$ cat src/rtl/fpro_bus_arbiter.sv
// fpro_bus_arbiter: two-master round-robin/fixed-priority arbiter for the FPro MMIO bus; FPRO_ARB_LOCK_EN adds master lock ports
module fpro_bus_arbiter #(
    parameter int ADDR_W    = 21,
    parameter int DATA_W    = 32,
    parameter int FIXED_PRI = 0
) (
    input  logic              clk,
    input  logic              reset,
`ifdef FPRO_ARB_LOCK_EN
    input  logic              m0_lock,
    input  logic              m1_lock,
`endif
    input  logic              m0_req,
    input  logic              m0_wr,
    input  logic [ADDR_W-1:0] m0_addr,
    input  logic [DATA_W-1:0] m0_wr_data,
    output logic              m0_ack,
    output logic [DATA_W-1:0] m0_rd_data,
    output logic              m0_rd_valid,
    input  logic              m1_req,
    input  logic              m1_wr,
    input  logic [ADDR_W-1:0] m1_addr,
    input  logic [DATA_W-1:0] m1_wr_data,
    output logic              m1_ack,
    output logic [DATA_W-1:0] m1_rd_data,
    output logic              m1_rd_valid,
    output logic              mmio_cs,
    output logic              mmio_wr,
    output logic              mmio_rd,
    output logic [ADDR_W-1:0] mmio_addr,
    output logic [DATA_W-1:0] mmio_wr_data,
    input  logic [DATA_W-1:0] mmio_rd_data
);
    typedef enum logic [1:0] {IDLE, BUS, DONE} state_t;
    state_t state_q, state_d;
    logic last_q, last_d, gnt_q, gnt_d, wr_q, wr_d, win;
    logic [ADDR_W-1:0] addr_q, addr_d;
    logic [DATA_W-1:0] wdata_q, wdata_d, rd0_q, rd0_d, rd1_q, rd1_d;
`ifdef FPRO_ARB_LOCK_EN
    logic lock_q, lock_d;
`endif
    always_comb begin
        win = (m0_req & m1_req) ? ((FIXED_PRI != 0) ? 1'b0 : ~last_q) : m1_req;
`ifdef FPRO_ARB_LOCK_EN
        // a locked previous winner that still requests with lock keeps the bus
        if (lock_q && (last_q ? (m1_req & m1_lock) : (m0_req & m0_lock)))
            win = last_q;
        lock_d = lock_q;
`endif
        state_d = state_q;
        last_d  = last_q;
        gnt_d   = gnt_q;
        wr_d    = wr_q;
        addr_d  = addr_q;
        wdata_d = wdata_q;
        rd0_d   = rd0_q;
        rd1_d   = rd1_q;
        case (state_q)
            IDLE: begin
                if (m0_req | m1_req) begin
                    state_d = BUS;
                    gnt_d   = win;
                    wr_d    = win ? m1_wr : m0_wr;
                    addr_d  = win ? m1_addr : m0_addr;
                    wdata_d = win ? m1_wr_data : m0_wr_data;
`ifdef FPRO_ARB_LOCK_EN
                    lock_d  = win ? m1_lock : m0_lock;
`endif
                end
`ifdef FPRO_ARB_LOCK_EN
                else lock_d = 1'b0;
`endif
            end
            BUS: begin
                state_d = DONE;
                if (!wr_q && gnt_q) rd1_d = mmio_rd_data;
                if (!wr_q && !gnt_q) rd0_d = mmio_rd_data;
            end
            DONE: begin
                state_d = IDLE;
                last_d  = gnt_q;
            end
            default: state_d = IDLE;
        endcase
    end
    always_ff @(posedge clk or posedge reset) begin
        if (reset) begin
            state_q <= IDLE;
            last_q  <= 1'b1;
            gnt_q   <= 1'b0;
            wr_q    <= 1'b0;
            addr_q  <= '0;
            wdata_q <= '0;
            rd0_q   <= '0;
            rd1_q   <= '0;
`ifdef FPRO_ARB_LOCK_EN
            lock_q  <= 1'b0;
`endif
        end else begin
            state_q <= state_d;
            last_q  <= last_d;
            gnt_q   <= gnt_d;
            wr_q    <= wr_d;
            addr_q  <= addr_d;
            wdata_q <= wdata_d;
            rd0_q   <= rd0_d;
            rd1_q   <= rd1_d;
`ifdef FPRO_ARB_LOCK_EN
            lock_q  <= lock_d;
`endif
        end
    end
    assign mmio_cs      = state_q == BUS;
    assign mmio_wr      = mmio_cs & wr_q;
    assign mmio_rd      = mmio_cs & ~wr_q;
    assign mmio_addr    = addr_q;
    assign mmio_wr_data = wdata_q;
    assign m0_ack       = mmio_cs & ~gnt_q;
    assign m1_ack       = mmio_cs & gnt_q;
    assign m0_rd_valid  = (state_q == DONE) & ~wr_q & ~gnt_q;
    assign m1_rd_valid  = (state_q == DONE) & ~wr_q & gnt_q;
    assign m0_rd_data   = rd0_q;
    assign m1_rd_data   = rd1_q;
endmodule

$ cat config.mk
export PLATFORM = sky130hd
export DESIGN_NAME = fpro_bus_arbiter
export DESIGN_NICKNAME = d
export VERILOG_FILES = /design/src/rtl/fpro_bus_arbiter.sv
export SDC_FILE = /design/constraint.sdc
export NUM_CORES = 1
export LEC_CHECK = 0
export CAP_MARGIN = 40
export CORE_MARGIN = 8
export CORE_UTILIZATION = 35
export CTS_CLUSTER_SIZE = 20
export DETAILED_ROUTE_END_ITERATION = 12
export MAX_ROUTING_LAYER = met4
export PLACE_DENSITY_LB_ADDON = 0.2
export SKIP_CTS_REPAIR_TIMING = 1
export SLEW_MARGIN = 20
export SYNTH_ARGS = -nofsm -noshare
export SYNTH_HDL_FRONTEND = slang
export SYNTH_SLANG_ARGS = --single-unit
$ cat constraint.sdc
create_clock -name clk -period 5.1 [get_ports clk]
set_input_delay 0.765 -clock clk [delete_from_list [all_inputs] [get_ports clk]]
set_output_delay 0.765 -clock clk [all_outputs]
set_load 0.01 [all_outputs]
==> metrics, run 1 <==
outcome finished, final reports clean; crit path cell chain nand2b_1 -> inv_1 -> and2_1 -> clkdlybuf4s50_1; initial antenna violation count 0; max_cap viols 0; max incr delay on CP 0.53 ns; most common cell after layout, fill and taps aside clkdlybuf4s50_1; largest net degree at the start of global routing 54; final instance area 9110 um^2; WS Path Type reg -> out; most frequent cells in the layout clkdlybuf4s50_1, dfrtp_1, mux2_4; Avg WL per Cell 18.6 um; Hold Crit Class reg -> reg; post-synthesis cell type count 20; Initial Util 35.7%; #FFs+latches synth 122; via count 3753; post-DP HPWL 12000 um; Post-Syn Nets 476; critical path's top delay family buffers and inverters; clock skew 0.00658 ns; number of remaining DRC errors 0; clock sinks 122; Worst setup endpoint mmio_wr; Synth Cell Area 5660 um^2; Fin. Hold Viols 0; DRT Pass-1 Iters 4; Total GRT Usage 15.7%; dpl cell area 8530 um^2; RSZ-0062 raised after global routing false; maximum vdd drop 0.000245 V; Worst setup SP type register; TritonCTS clock tree yes; Setup violations, final 0; final wirelength 15600 um; Final Max Tran Viols 0; Root Driver clkbuf_16; Die Area 20500 um^2; IO Port Bufs 267; part of the Yosys area used for sequential elements 54.0%; initial DRC count 83; worst reg2reg endpoint mmio_addr[16]$_DFFE_PP0P_; total CTS buffers 17; Vias/cell 4.49; Die Width 143 um; htree depth 4; PD cells 611 nW/um^2; Syn Area/Cell 17.0 um^2; core area 15800 um^2; latest clock arrival within the worst-skew pair 0.41 ns; Mapped Cells 332; Worst-Margin Slew 0.664 ns; Crit path buffers/inverters 2; worst reg2reg path depth 4; CP endpoint kind primary output; GP Congestion 0.802; Worst-path clk slew 0.06 ns; crit path max fanout 7; R2R setup slack 3.06 ns; yosys warns 0; area delta synth->final 61.1%; vias in the first global route 4401; Setup TNS 0 ns; RR Startpoint last_q$_DFFE_PP1N_; share of post-route cells with drive strength above 1 34.4%; CP startpoint state_q[1]$_DFFE_PP0P_; Worst path depth 4; Max Buffers Root-to-Sink 2; minimum clock period 2.69 ns; Remaining Overflow, GRT 0; slew margin rel. 55.7%; # diodes 0; ANT nets after route 0; total leakage power 3.95 nW; first-pass GRT wire length 23500 um; CP arrival 1.93 ns; period utilization 52.8%; die height 143 um; IO Count 268; CP required 4.34 ns; nets 751; highest-delay cell along the critical path clkdlybuf4s50_1; fmax 371 MHz; FP Rows 46
[report_power, final]
group | total [mW] | internal (mW) | leakage [nW] | switching [mW]
clock network | 1.17 | 0.732 | 0.275 | 0.441
registers | 1.76 | 1.47 | 1.44 | 0.290
logic | 2.63 | 1.68 | 2.23 | 0.946
total | 5.56 | 3.89 | 3.95 | 1.68
[sequential cells by signal, summed over array words and instances (netlist names)]
signal / flops
wr_q: 1
m0_rd_data: 32
m1_rd_data: 32
last_q: 1
gnt_q: 1
mmio_wr_data: 32
state_q: 2
mmio_addr: 21
[logic make-up after synthesis]
family | share of synthesized area, %
buf+inv | 3.38
simple gates | 1.50
compound gates | 0.265
mux | 40.9
flops | 54.0
[how the worst min path moves through the flow]
stage	from	to	cells after the start
2_1_floorplan	last_q$_DFFE_PP1N_	last_q$_DFFE_PP1N_	2
3_3_place_gp	m0_rd_data[22]$_DFFE_PP0P_	m0_rd_data[22]$_DFFE_PP0P_	1
3_5_place_dp	m1_rd_data[31]$_DFFE_PP0P_	m1_rd_data[31]$_DFFE_PP0P_	1
4_1_cts	m1_rd_data[31]$_DFFE_PP0P_	m1_rd_data[31]$_DFFE_PP0P_	1
5_1_grt	m0_rd_data[22]$_DFFE_PP0P_	m0_rd_data[22]$_DFFE_PP0P_	1
6_report	m0_rd_data[22]$_DFFE_PP0P_	m0_rd_data[22]$_DFFE_PP0P_	1
[through the flow]
stage	utilization, %	hold WS [ns]	std cells	total power, mW	worst slack, ns
after floorplan	-	0.459	332	3.07	1.09
after global placement	53.6	0.468	802	4.37	2.05
after detailed placement	53.9	0.479	804	4.45	2.31
after global routing	57.6	0.512	836	5.87	2.29
after CTS	57.6	0.493	836	5.66	2.37
final	57.6	0.490	836	5.56	2.41
[Yosys cell counts]
library cell,instances,share of area [%]
buf_6,1,0.20
and2_1,1,0.11
mux2_4,97,26
nor3_1,3,0.27
a21bo_1,1,0.18
buf_8,4,1.1
buf_4,10,1.3
buf_12,1,0.35
o21ai_0,1,0.088
nor2_1,4,0.27
dfrtp_1,121,54
inv_1,4,0.27
dfstp_2,1,0.46
mux2_2,71,14
buf_2,2,0.18
mux2_1,4,0.80
nand2_1,1,0.066
nand2b_1,2,0.22
nor3_4,2,0.58
mux2i_1,1,0.18
[cell type report]
class	instances	area, um^2
fillers	1261	6720
well taps	216	270
inverters	4	17.5
clock inverters	14	148
clock buffers	18	439
flip-flops and latches	122	3050
repair buffers	274	2760
multi-input cells	188	2420
[worst register-to-register path, stage by stage (launching register included)]
cell and delay (ns):
dfstp_2 0.56, a21bo_4 0.42, buf_16 0.30, mux2_2 0.39, mux2_2 0.26
[routing by layer]
| metal | up-vias | routed length (um) | global-route usage, % |
|---|---|---|---|
| met5 | - | 0 | - |
| met4 | 0 | 189 | 5.76 |
| met2 | 187 | 7520 | 25.5 |
| met1 | 1821 | 6480 | 17.2 |
| met3 | 14 | 1380 | 5.98 |
| li1 | 1731 | - | - |
(Power assumes the default switching activity.)
==> inputs of run 2 (changes only) <==
clock period = 2.7 ns   (was 5.1 ns; I/O delays follow)
==> run 2 against run 1 <==
Routed wire length increased by 2.0%. Setup slack worse by 2.1 ns. Hold slack lost 0.12 ns. Clock skew grew 0.0011 ns. Total power is 89% higher. Clock power grew 91%. Clock-buffer cell count is 2 higher. Final cell count down 0.36%. Highest routed layer unchanged. Via count hardly changed.
==> metrics, run 2 (synthesis results as in run 1) <==
outcome finished, final reports clean; worst reg2reg endpoint m1_rd_data[16]$_DFFE_PP0P_; Setup violations, final 0; first-pass GRT wire length 24100 um; critical path's top delay family buffers and inverters; ANT nets after route 0; area of the multi-input gates 2420 um^2; CP arrival 1.99 ns; initial antenna violation count 0; register area 3050 um^2; max_cap viols 0; PD cells 1160 nW/um^2; DRT Pass-1 Iters 4; IO Port Bufs 267; latest clock arrival within the worst-skew pair 0.41 ns; RSZ-0062 raised after global routing false; most frequent cells in the layout clkdlybuf4s50_1, dfrtp_1, mux2_4; crit path max fanout 7; initial DRC count 91; minimum clock period 2.39 ns; filler cell count 1257; via count 3755; Tot Pwr 10.5 mW; core area 15800 um^2; die height 143 um; TritonCTS clock tree yes; number of remaining DRC errors 0; Initial Util 35.7%; FP Rows 46; fmax 418 MHz; IO Count 268; Vias/cell 4.51; highest-delay cell along the critical path clkdlybuf4s50_1; vias in the first global route 4392; crit path cell chain nand2b_1 -> inv_1 -> and2_1 -> clkdlybuf4s50_1; slew margin rel. 67.7%; RR Startpoint state_q[1]$_DFFE_PP0P_; clock sinks 122; Die Area 20500 um^2; # diodes 0; Total GRT Usage 16.0%; worst reg2reg path depth 4; Die Width 143 um; clock skew 0.00772 ns; Worst-Margin Slew 0.484 ns; max incr delay on CP 0.54 ns; R2R setup slack 0.79 ns; period utilization 88.6%; Avg WL per Cell 19.1 um; final wirelength 15900 um; Remaining Overflow, GRT 0; Hold Crit Class in -> async; largest net degree at the start of global routing 73; CP endpoint kind primary output; Final Max Tran Viols 0; Worst-path clk slew 0.06 ns; nets 750; maximum vdd drop 0.000561 V; most common cell after layout, fill and taps aside clkdlybuf4s50_1; Worst setup SP type register; Root Driver clkbuf_16; total leakage power 3.94 nW; GP Congestion 0.784; share of post-route cells with drive strength above 1 34.0%; WS Path Type reg -> out; Fin. Hold Viols 0; area delta synth->final 61.0%; Max Buffers Root-to-Sink 2; CP required 2.30 ns; post-DP HPWL 12100 um; Crit path buffers/inverters 2; htree depth 4; total CTS buffers 17; Setup TNS 0 ns
[run 2: area by class of cell]
class	instances	share of cell area, %
Sequential cell	122	33.5
Multi-Input combinational cell	188	26.6
Clock inverter	10	1.29
Inverter	4	0.206
Tap cell	216	2.97
Timing Repair Buffer	273	30.3
Clock buffer	20	5.13
[run 2: power breakdown]
group / total (mW) / internal [mW] / switching [mW]
combinational: 4.94 / 3.17 / 1.77
clock: 2.24 / 1.42 / 0.815
sequential: 3.34 / 2.78 / 0.559
total: 10.5 / 7.37 / 3.15
[run 2: worst max-delay path by stage]
stage                                      endpoint                    from  slack [ns]  cells after the start
after floorplan                   gnt_q$_DFFE_PP0P_                   reset        0.80                      1
after global placement    mmio_addr[17]$_DFFE_PP0P_                  m0_req        0.55                      5
after detailed placement  mmio_addr[18]$_DFFE_PP0P_                  m0_req        0.47                      5
after CTS                                   mmio_wr  state_q[1]$_DFFE_PP0P_        0.29                      4
after global routing                        mmio_wr  state_q[1]$_DFFE_PP0P_        0.16                      4
final                                       mmio_wr  state_q[1]$_DFFE_PP0P_        0.31                      4
[run 2: routing by layer]
layer,wire length (um),vias up,track usage (%)
met3,1530,18,6.41
met5,0,-,-
met4,249,0,5.98
li1,-,1734,-
met2,7340,186,24.3
met1,6750,1817,18.9
[run 2: per-stage QoR]
step	util (%)	instances	worst slack [ns]	hold slack [ns]	area (um^2)
after global placement	53.8	803	0.546	0.471	8520
after floorplan	-	332	0.798	0.459	5660
after CTS	57.5	833	0.285	0.368	9100
after global routing	57.5	833	0.157	0.393	9100
final	57.5	833	0.309	0.366	9100
after detailed placement	53.8	803	0.472	0.484	8520
